### config.mk
export PLATFORM = sky130hd
export DESIGN_NAME = fwd_unit
export DESIGN_NICKNAME = d
export VERILOG_FILES = /design/src/rtl/fwd_unit.sv
export SDC_FILE = /design/constraint.sdc
export NUM_CORES = 1
export LEC_CHECK = 0
export ABC_AREA = 1
export CORE_AREA = 4 4 74 76
export DETAILED_ROUTE_END_ITERATION = 10
export DIE_AREA = 0 0 78 80
export GPL_TIMING_DRIVEN = 0
export PLACE_DENSITY = 0.81
export SLEW_MARGIN = 25
export SYNTH_ARGS = -nofsm -noshare
export SYNTH_HDL_FRONTEND = slang
export SYNTH_SLANG_ARGS = --single-unit
### constraint.sdc
create_clock -name clk -period 1.5 [get_ports clk]
set_input_delay 0.375 -clock clk [delete_from_list [all_inputs] [get_ports clk]]
set_output_delay 0.375 -clock clk [all_outputs]
set_load 0.02 [all_outputs]
### src/rtl/fwd_unit.sv
// Forwarding and load-use hazard unit: tracks a shadow copy of the EX..WB
// destination registers and produces registered operand selects plus a stall.
module fwd_unit #(
  parameter int REG_W    = 5,
  parameter int DEPTH    = 3,
  parameter int ZERO_REG = 31,
  parameter int CNT_W    = 16,
  localparam int FW      = $clog2(DEPTH)
) (
  input  logic             clk,
  input  logic             reset,
  input  logic             en,
  input  logic             flush,
  input  logic [REG_W-1:0] id_rd,
  input  logic             id_regwrite,
  input  logic             id_memread,
  input  logic [REG_W-1:0] id_rn,
  input  logic [REG_W-1:0] id_rm,
  output logic [FW-1:0]    fwd_a,
  output logic [FW-1:0]    fwd_b,
  output logic             stall,
  output logic [CNT_W-1:0] stall_cnt
);

  localparam logic [REG_W-1:0] ZERO_IDX = REG_W'(ZERO_REG);

  // The WB stage is never compared, so only stages 1..DEPTH-1 are stored;
  // MemRead only matters for the instruction in EX.
  logic [DEPTH-1:1][REG_W-1:0] rd_q, rd_d;
  logic [DEPTH-1:1]            wr_q, wr_d;
  logic                        mr_q, mr_d;
  logic [FW-1:0]               fwd_a_q, fwd_a_d, fwd_b_q, fwd_b_d;
  logic [CNT_W-1:0]            cnt_q, cnt_d;

  logic [FW-1:0] code_a, code_b;
  logic          hit_a1, hit_b1;

  always_comb begin
    code_a = '0;
    code_b = '0;
    // Scan oldest to youngest so the youngest match overwrites.
    for (int j = DEPTH - 1; j >= 1; j--) begin
      if (wr_q[j] && (rd_q[j] == id_rn) && (id_rn != ZERO_IDX)) code_a = FW'(j);
      if (wr_q[j] && (rd_q[j] == id_rm) && (id_rm != ZERO_IDX)) code_b = FW'(j);
    end
    hit_a1 = wr_q[1] && (rd_q[1] == id_rn) && (id_rn != ZERO_IDX);
    hit_b1 = wr_q[1] && (rd_q[1] == id_rm) && (id_rm != ZERO_IDX);
    stall  = en && !flush && mr_q && (hit_a1 || hit_b1);
  end

  always_comb begin
    rd_d    = rd_q;
    wr_d    = wr_q;
    mr_d    = mr_q;
    fwd_a_d = fwd_a_q;
    fwd_b_d = fwd_b_q;
    cnt_d   = cnt_q;
    if (en) begin
      for (int k = DEPTH - 1; k >= 2; k--) begin
        rd_d[k] = rd_q[k-1];
        wr_d[k] = wr_q[k-1];
      end
      if (flush || stall) begin
        rd_d[1] = '0;
        wr_d[1] = 1'b0;
        mr_d    = 1'b0;
        fwd_a_d = '0;
        fwd_b_d = '0;
      end else begin
        rd_d[1] = id_rd;
        wr_d[1] = id_regwrite;
        mr_d    = id_memread;
        fwd_a_d = code_a;
        fwd_b_d = code_b;
      end
      if (stall && (cnt_q != '1)) cnt_d = cnt_q + CNT_W'(1);
    end
  end

  always_ff @(posedge clk or negedge reset) begin
    if (!reset) begin
      rd_q    <= '0;
      wr_q    <= '0;
      mr_q    <= 1'b0;
      fwd_a_q <= '0;
      fwd_b_q <= '0;
      cnt_q   <= '0;
    end else begin
      rd_q    <= rd_d;
      wr_q    <= wr_d;
      mr_q    <= mr_d;
      fwd_a_q <= fwd_a_d;
      fwd_b_q <= fwd_b_d;
      cnt_q   <= cnt_d;
    end
  end

  assign fwd_a     = fwd_a_q;
  assign fwd_b     = fwd_b_q;
  assign stall_cnt = cnt_q;

endmodule

**Word-level counts from Yosys, hierarchy flattened**

Cells that the tools add are included.
W data, S select, Z words.

- Word-level logic and storage cells: 40
- Bits in registers: 33
- Input bits: 21

- $add $sub $neg: 1
- Multiplexer cells: 9
- Reductions and logical operators: 16
- Equality and inequality tests: 7

Operators by type and width:

| cell | number |
|---|---|
| $eq A5 B5 Y1 | 4 |
| $add A16 B1 Y16 const B | 1 |
| $ne A16 B16 Y1 const B | 1 |
| $logic_and A1 B1 Y1 | 12 |
| $mux W2 | 6 |
| $ne A5 B5 Y1 const B | 2 |
| $mux W5 | 1 |
| $logic_or A1 B1 Y1 | 2 |
| $mux W1 | 2 |
| $reduce_and A2 Y1 | 1 |
| $logic_not A1 Y1 | 1 |

**Logic depth before layout (Yosys ltp)**

- Word-level depth: 7
- Depth in mapped cells: 10
- Mapped depth without buffers: 9

**Worst setup path before layout**

OpenSTA, ideal clock, no wires.

- Kind: register -> register
- Start: register cnt_q[0], in the netlist stall_cnt[0]
- End: register cnt_q[11], in the netlist stall_cnt[11]
- Buffers on the path: 1
- Setup time: 0.118 ns
- Data arrival time: 1.554 ns
- Clock period less this slack: 1.672 ns
- Path slack: -0.172 ns
- Cell stages (with the launch flop): 9
- Path through: dfrtp_1 > ha_1 > nand3_1 > clkinv_1 > nand4_4 > nand3_4 > buf_6 > nand2_1 > nand2_1

- Word-level cells in the longest chain between the ends: 3

RTL lines:

| element | line | text |
|---|---|---|
| from (decl) | 33 | `logic [CNT_W-1:0] cnt_q, cnt_d;` |
| from (signal assigned) | 94 | `cnt_q <= cnt_d;` |
| branches (longest 3 deep; another with $add A16 B1 Y16) | - |  |

Parallel ways; which one is timed is not known.
A chain may end at the register's enable or synchronous reset.

**Worst setup path in the final report**

- Start: input en
- End: output stall

- Word-level cells in the longest chain between the ends: 3

RTL lines:

| element | line | text |
|---|---|---|
| from (decl) | 12 | `input logic en,` |
| $logic_and A1 B1 Y1 (3 in series) | 48 | `stall = en && !flush && mr_q && (hit_a1 \|\| hit_b1);` |
| to (decl) | 21 | `output logic stall,` |

No other way between the ends.

==> run metrics <==
status complete, but fails checks; violated checks negative setup slack; drc violations 0; Yosys Warn Count 0; kind of critical path input port to primary output; Core Rows 25; CTS Buf Count 5; mux cell area share after synthesis 0%; Synth Cell Area between 0.002 and 0.0025 mm²; Vias 2380; CP cell instances clkdlybuf4s50_1, and3_1, buf_4, nand2_4, inv_4, buf_6; delay of the slowest critical-path stage 0.50 ns; crit-path leading delay family buffers and inverters; maximum clock path buffer count 2; clock root buffer master clkbuf_8; commonest non-fill, non-tap cell in the layout nand2_1; sequential share of the synthesized area 37.65%; final hold slack approximately 0.47 ns; die area 0.006240 mm²; final core occ a little under two thirds; H-tree levels 2; Peak Freq roughly 0.54 GHz; Leak 1.587 nW; area share of fa/ha/maj cells after synthesis 0.5705%; Reg2Reg Depth 10; largest net degree at the start of global routing 26; Worst Path Max Fanout 9; critical path's slowest cell clkdlybuf4s50_1; Syn Inst Count 325; final WL 6.361 mm; initial antenna violation count 1; io pins 42; dpl hpwl 4.398 mm; worst skew pair latency 0.29 ns; Fillers 399; PD cells 650.1 mW/mm²; IO Port Bufs 41; RePlAce Congestion between 0.9 and 1; reg2reg end stall_cnt[11]; Worst setup SP type input port; die height 80 µm; Initial Utilization 46.44%; first-pass GRT wire length around 11 mm; Worst EP arrival about 1.5 ns; Avg Cell Area, Syn slightly below 7 µm²; Congestion Overflow GR 0; antenna-violating nets left 0; vias in the first global route about 2200; Worst-path clk slew ~0.08 ns; initial drt markers 163; CTS tree done; count of different cell masters after synthesis 26; Final Critical Period about 1.8 ns; WL/cell 13.80 µm; synthesized net count 347; max-cap viol count 0; Reg2Reg Launch Point rd_q[0]; sinks on the clock net 33; Final #Nets 416; diode count 0; top cell type's share of synthesized area around 38%; combinational family with the most area after synthesis simple AND/OR/NAND/NOR gates; CP required around 1.1 ns; Synth Area in Compound Gates 2.510%; Synth area leader dfrtp_1; Post-Synth XOR/XNOR Area approximately 4.4%; Synth Register Bits 33; post-route setup slack -0.3370 ns; total power 1.953 mW; Fin. Hold Viols 0; Final period util 122.5%; maximum vdd ir drop 442.4 µV; clk_skew 0.01288 ns; Via density 5.163; Worst Hold Class input port to asynchronous set/reset pin; count of final setup violators 17; Crit path depth 6; unrepaired setup endpoints after global routing yes; CP endpoint kind primary output; Die X 78 µm; most frequent cells in the layout nand2_1, inv_1, dfrtp_1, dlygate4sd2_1, nand4_1; P&R area growth vs syn 36.97%; DR pass1 iterations 4; reg2reg setup slack -0.09 ns; headroom to the max-slew limit roughly 78%; share of layout cells above drive strength 1 21.83%; gr usage total 21.20%; post-synthesis simple-gate area fraction between 40% and 50%; Worst Max-Slew Pin Slew 0.3290 ns; Area contributors post-synth dfrtp_1, nand2_1, nand4_1; Core ar. between 0.004 and 0.005 mm²; Buf+Inv Stages, Crit Path 4; Placement Setup Slack -1.296 ns; Max Slew Vio Count 0
==> cell families (layout without fill, tap and decap cells) <==
family          count (synthesis)  in the layout
xor+xnor                       11             11
simple gates                  225            226
buf+inv                        44            112
compound gates                 11             11
flops                          33             33
fa+ha+maj                       1              1
==> area by class of cell <==
cell class                 count  area (µm²)  area share [%]
buffer                         7       53.80           1.791
multi-input combinational    249        1256           41.82
tap                           67       83.83           2.791
inverter                      36       142.6           4.748
clock inverter                 1       5.005          0.1666
clock buffer                   6       72.57           2.416
timing repair buffer          62       555.5           18.49
sequential                    33       834.6           27.78
==> synth_stat cells <==
master / count
clkbuf_1: 2
nand3_1: 25
inv_1: 29
nor2_1: 27
nand3_2: 2
buf_6: 2
clkinv_1: 1
nand2_2: 1
o21ai_1: 1
nand3_4: 1
nand2_1: 136
nor2_2: 6
buf_2: 3
dfrtp_1: 33
xnor2_1: 4
nand2_4: 1
o21ai_0: 10
nor2_4: 1
xor2_1: 7
nand4_4: 1
nor3_2: 1
inv_2: 6
buf_4: 1
nand4_1: 22
ha_1: 1
and3_1: 1
==> metal layers <==
metal / global-route usage (%) / vias up / share of wire (%)
met3: 4.628 / 18 / 5.9
met4: 7.692 / 2 / 2.7
met1: 28.17 / 1110 / 46
met2: 33.90 / 76 / 46
li1: - / 1174 / -
met5: 0 / - / 0.20
==> state kept, by name, indices dropped and copies added, names as in the netlist <==
register / cells
fwd_a: 2
fwd_b: 2
mr_q: 1
rd_q: 10
stall_cnt: 16
wr_q: 2
==> metrics by stage <==
step	cells	cell area [µm²]	TNS, ns
5_1_grt	461	3004	-3.667
6_report	461	3004	-1.444
3_5_place_dp	434	2719	-15.61
3_3_place_gp	433	2704	-37.03
2_1_floorplan	325	2210	-0.02466
4_1_cts	458	2967	-5.821
==> worst register-to-register path, cell delays in order (launching register included) <==
cell     delay [ns]
dfrtp_2        0.46
nand2_2        0.10
nand3_2        0.09
nor2_2         0.10
nand3_2        0.11
nand2_4        0.09
buf_4          0.15
nand3_4        0.12
buf_6          0.16
nand2_1        0.05
nand2_1        0.05
==> how the worst max path moves through the flow <==
stage	startpoint	to	slack, ns
6_report	en	stall	-0.34
3_5_place_dp	id_rm[3]	stall	-1.30
4_1_cts	rd_q[0]	stall	-0.42
3_3_place_gp	id_rm[3]	stall	-1.27
2_1_floorplan	rd_q[1]	stall	-0.02
5_1_grt	rd_q[3]	stall	-0.41
==> power by group <==
part	internal, mW	switching (mW)	leakage (nW)
combinational	0.152	0.192	1.11
sequential	0.924	0.0403	0.438
clock	0.316	0.329	0.0410
==> repair_timing <==
action,4_1_cts,5_1_grt
setup endpoints to repair,48,35
cloned,1,1
setup buffers,15,8
hold buffers,1,0
pin swaps,12,14
endpoints found under the hold margin,8,0
gates resized for setup,62,27
Note: power is estimated with default switching activity, not from simulation.
==> RTL change 1: new RTL, config.mk and constraints unchanged <==
Make the reset (`reset`) synchronous in one clocked block.
--- a/src/rtl/fwd_unit.sv
+++ b/src/rtl/fwd_unit.sv
@@ -77,7 +77,7 @@
     end
   end
 
-  always_ff @(posedge clk or negedge reset) begin
+  always_ff @(posedge clk) begin
     if (!reset) begin
       rd_q    <= '0;
       wr_q    <= '0;
Formal check against the unedited RTL: differs if reset is asserted again (counterexample within 4 cycles, from zero or initial values and one cycle with reset low); with reset held inactive, the same outputs for 10 cycles.
==> RTL change 1 against the unedited design <==
- the run still ends with setup timing left
- final cell count rose by 4.3%
- highest routed layer is now met4
- count of clock-buffer cells in the layout rose by 2
- sequential cell count did not move
- clock power rose by 30%
- area after synthesis rose by 1.7%
- setup slack got worse by 0.10 ns
- combinational power fell by 27%
- wire length rose by 12%
- design area rose by 7.8%
- non-clock buffer count rose by 3
- critical path depth rose by 5
- power rose by 1.9%
==> RTL change 1: results (changes against the unedited design) <==
[drt]
dr_total_vias = 2593  ; was 2,380
dr_wl_met3_um = 374  ; was 375 um
met1_length_um = 3120  ; was 2910 um
routedWlPerCell_um = 14.8  ; was 13.8 um
initialDrtViolationCount = 229  ; was 163
vias_per_cell = 5.39  ; was 5.16
wl_met2_um = 3440  ; was 2900 um
dr.pass1.iters = 5  ; was 4
top_layer_used = met4  ; was met5

[final_layout]
largest_reg_flops = 16  ; unchanged
drive_above_1_share = 0.329  ; was 0.218
n_fill_cell = 373  ; was 399
antenna_cells = 0  ; unchanged
nets = 435  ; was 416

[clock_tree]
htreeDepth = 2  ; unchanged
clock_path_buffers = 2  ; unchanged
cts-root-buf = clkbuf_8  ; unchanged
cts_buffers = 5  ; unchanged
clock_latency_ns = 0.29  ; about the same
clk_pin_slew_worst_paths_ns = 0.07

[sta]
skew_ns = 0.00650  ; was 0.0129 ns
fin_tns_setup_ns = -4.10  ; was -1.44 ns
finalSetupViolCount = 20  ; was 17
fin_ws_ns = -0.439  ; was -0.337 ns
relSlewSlack = 0.720  ; was 0.780

[hold_path]
hold_class = flip-flop to flip-flop  ; was input port to async pin
hold_path.startpoint = mr_q

[global_routing]
grt-ovfl-total = 0  ; unchanged
antenna_found_initial = 0  ; was 1
grt_pass1_wl_um = 9980  ; was 10,500 um
grt_max_degree = 11  ; was 26
grt_pass1_vias = 2144  ; was 2,215
grt_usage = 0.198  ; was 0.212

[pwr]
p_leak_nw = 1.37  ; was 1.59 nW
peakVddDrop_uv = 553  ; was 442 uV

[placement]
hpwl_um = 4250  ; was 4400 um
portBuffers = 41  ; unchanged
place_ws_ns = -1.29  ; was -1.30 ns
gp_congestion = 0.919  ; was 0.929
dp.cells = 453  ; was 434
place_area_mm2 = 0.00276  ; was 0.00272 mm^2

[synth]
yosysSeqAreaShare = 0.296  ; was 0.376
yosys-top-cells-count = nand2_1, inv_1, dfxtp_1, nor2_1, nand3_1  ; was nand2_1, dfrtp_1, inv_1, nor2_1, nand3_1
synthFlopType = dfxtp_1  ; was dfrtp_1
syn_area_per_cell_um2 = 6.46  ; was 6.75 um^2
yosys_warnings = 0  ; unchanged
netlist_top_cells_area = dfxtp_1, nand2_1, inv_1, nand3_1, nand4_1  ; was dfrtp_1, nand2_1, nand4_1, nand3_1, inv_1
async_reset_ff_frac = 0  ; was 1.00
ys_types = 27  ; was 26
syn_nets = 367  ; was 347

[run_status]
violations = setup timing  ; unchanged
status = finished with violations  ; unchanged

[critical_path]
cp-startpoint = id_rm[0]  ; was en
critPathMaxFanout = 4  ; was 9
timing.rr.start = rd_q[3]  ; was rd_q[0]

-- RTL change 1: power by group --
part           internal (mW)  leakage [nW]  switching [mW]  total, mW
sequential             0.888         0.277          0.0166      0.905
clock                  0.475        0.0566           0.360      0.835
combinational          0.103          1.04           0.148      0.251
-- RTL change 1: worst paths after layout --
check                                to  slack (ns)  cells after the start
worst min register to register     mr_q        0.47                      2
worst max-delay path              stall       -0.44                     11
worst min-delay path               mr_q        0.47                      2
worst max register to register  wr_q[1]       -0.27                     13
-- RTL change 1: what timing repair did --
action / CTS / global route
endpoints found under the setup margin: 54 / 42
buffers inserted: 8 / 12
resized for setup: 68 / 63
pin swaps: 8 / 16
cloned: 0 / 1
-- RTL change 1: kinds of logic (layout without fill, tap and decap cells) --
family,count (synthesis),in the layout,synth area share
simple gates,199,199,0.429
flops,33,33,0.296
buf+inv,55,124,0.106
fa+ha+maj,1,1,0.00561
xor+xnor,10,10,0.0393
compound gates,47,47,0.124
-- RTL change 1: critical path: stages --
cell	delay (ns)
dlygate4sd2_1	0.28
inv_1	0.07
nand2_1	0.08
nand3_2	0.10
nor2_4	0.14
nand3_4	0.10
nand2_4	0.10
nand2_4	0.06
buf_8	0.13
clkinv_4	0.03
buf_6	0.10
-- RTL change 1: per-layer routing --
metal / global-route usage / up-vias
li1: - / 1253
met1: 0.252 / 1223
met2: 0.327 / 97
met3: 0.0451 / 20
met4: 0.0734 / 0
met5: 0 / -
-- RTL change 1: cell type report --
cell class                      instances  area [um^2]  area share
Multi-Input combinational cell        257         1530       0.473
Tap cell                               67         83.8      0.0259
Sequential cell                        33          691       0.213
Clock buffer                            8          111      0.0344
Inverter                               44          173      0.0533
Buffer                                 11         95.1      0.0294
Timing Repair Buffer                   61          553       0.171
==> RTL change 2: new RTL, same settings <==
Without the edit above. Change the parameter `CNT_W` from 16 to 20.
--- a/src/rtl/fwd_unit.sv
+++ b/src/rtl/fwd_unit.sv
@@ -4,7 +4,7 @@
   parameter int REG_W    = 5,
   parameter int DEPTH    = 3,
   parameter int ZERO_REG = 31,
-  parameter int CNT_W    = 16,
+  parameter int CNT_W    = 20,
   localparam int FW      = $clog2(DEPTH)
 ) (
   input  logic             clk,
Ports: changed (resized stall_cnt); port bits go from 42 to 46. No check against the original RTL was run, so the function may have changed too.
==> RTL change 2 against the unedited design <==
- the run still ends with setup timing left
- final cell count rose by 10%
- wire length increased by 8.3%
- power rose by 15%
- register-to-register slack lost 0.03 ns
- sequential cell count grew 4
- design area grew 11%
- setup slack got worse by 0.099 ns
- clock power grew 37%
- area after synthesis is 9.8% higher
- critical path type is now flip-flop to output port
- largest power group unchanged
==> RTL change 2: results (changes against the unedited design) <==
[sta]
finalSetupViolCount = 30  ; was 17
fin_ws_ns = -0.436  ; was -0.337 ns
fin_tns_setup_ns = -2.70  ; was -1.44 ns
skew_ns = 0.00969  ; was 0.0129 ns
relSlewSlack = 0.676  ; was 0.780

[pwr]
switchingPower_mw = 0.544  ; was 0.561 mW
p_leak_nw = 1.69  ; was 1.59 nW
peakVddDrop_uv = 457  ; was 442 uV

[final_layout]
nets = 461  ; was 416
largest_reg_flops = 20  ; was 16
drive_above_1_share = 0.202  ; was 0.218
n_fill_cell = 397  ; was 399

[critical_path]
critPathMaxFanout = 5  ; was 9
arrival_ns = 1.56  ; was 1.46 ns

[run_status]
status = finished with violations  ; unchanged
violations = setup timing  ; unchanged

[synth]
yosysSeqAreaShare = 0.384  ; was 0.376
async_reset_ff_frac = 1.00  ; unchanged
yosys-top-cells-count = nand2_1, nor2_1, dfrtp_1, inv_1, nand3_1  ; was nand2_1, dfrtp_1, inv_1, nor2_1, nand3_1
synthFlopType = dfrtp_1  ; unchanged
syn_nets = 390  ; was 347
netlist_top_cells_area = dfrtp_1, nand2_1, nand4_1, nor2_1, nand3_1  ; was dfrtp_1, nand2_1, nand4_1, nand3_1, inv_1
ys_types = 22  ; was 26

[drt]
dr.pass1.iters = 5  ; was 4
detail-route-antenna-nets = 0  ; unchanged
wl_um = 6890  ; was 6360 um
initialDrtViolationCount = 234  ; was 163
vias_per_cell = 5.15  ; was 5.16

[placement]
portBuffers = 45  ; was 41
hpwl_um = 4740  ; was 4400 um
gp_congestion = 0.907  ; was 0.929

[global_routing]
grt_pass1_vias = 2416  ; was 2,215
grt_usage = 0.227  ; was 0.212
grt_pass1_wl_um = 11200  ; was 10,500 um
grt_max_degree = 20  ; was 26
antenna_found_initial = 0  ; was 1

[clock_tree]
htreeDepth = 2  ; unchanged

RTL change 2: cell types whose count changed after synthesis, moves of 2 or more:
cell     delta
buf_1       +2
buf_2       +2
dfrtp_1     +4
inv_1       +5
nand2_1    +15
nand4_1     +2
nor2_1     +12
nor2_2      -4
o21ai_0     +9
RTL change 2: power by group through the flow:
stage          clock network [mW]  registers [mW]  logic [mW]
2_1_floorplan                   0            1.08       0.127
3_3_place_gp                    0            1.09       0.245
3_5_place_dp                    0            1.09       0.258
4_1_cts                     0.907            1.06       0.263
5_1_grt                     0.955            1.07       0.331
6_report                    0.881            1.07       0.294
RTL change 2: cell families after synthesis:
family	synth area share
xor+xnor	0.0400
fa+ha+maj	0.00519
buf+inv	0.0868
flops	0.384
compound gates	0.0416
simple gates	0.442
RTL change 2: final cells by class:
cell class,instances,share of cell area
Buffer,11,0.0267
Tap cell,67,0.0252
Inverter,39,0.0448
Timing Repair Buffer,64,0.172
Clock buffer,7,0.0260
Multi-Input combinational cell,281,0.412
Sequential cell,37,0.284
Clock inverter,1,0.00903
RTL change 2: critical path, cell delays in order, from the launching register on:
cell     delay (ns)
dfrtp_2        0.44
xor2_1         0.16
nor2_2         0.12
nand3_2        0.12
nand2_2        0.10
nand2_2        0.07
buf_6          0.13
inv_4          0.04
buf_6          0.10
RTL change 2: what timing repair did:
item                                    CTS  global route
cloned                                    2             1
setup buffers                            10             5
pin swaps                                 8            10
resized for setup                        61            37
endpoints found under the setup margin   54            43
RTL change 2: path summary, 6_finish.rpt:
| kind | slack, ns | depth (start not counted) | startpoint | endpoint |
|---|---|---|---|---|
| max in group asynchronous | 0.99 | 2 | reset | rd_q[1] |
| min in group clk | 0.47 | 2 | fwd_a[1] | fwd_a[1] |
| hold reg to reg | 0.47 | 2 | fwd_a[1] | fwd_a[1] |
| hold / removal | 0.04 | 1 | reset | rd_q[4] |
| setup reg to reg | -0.12 | 10 | rd_q[2] | mr_q |
| setup / recovery | -0.44 | 8 | rd_q[2] | stall |
RTL change 2: per-stage QoR:
step / hold slack [ns] / cell area, um^2 / power, mW / setup WS [ns] / instances
finish: 0.0411 / 3330 / 2.24 / -0.436 / 507
global route: 0.0659 / 3330 / 2.36 / -0.519 / 507
CTS: 0.0464 / 3200 / 2.23 / -0.446 / 501
detailed placement: 0.359 / 3010 / 1.35 / -1.20 / 481
global placement: 0.457 / 2990 / 1.33 / -1.19 / 480
floorplan: 0.0794 / 2460 / 1.21 / -0.0799 / 368
RTL change 2: layer usage:
| metal | part of all wire | vias to the layer above | GRT usage |
|---|---|---|---|
| met2 | 0.46 | 93 | 0.366 |
| met5 | 0 | - | 0 |
| li1 | - | 1305 | - |
| met3 | 0.059 | 11 | 0.0395 |
| met1 | 0.47 | 1203 | 0.311 |
| met4 | 0.012 | 0 | 0.0664 |
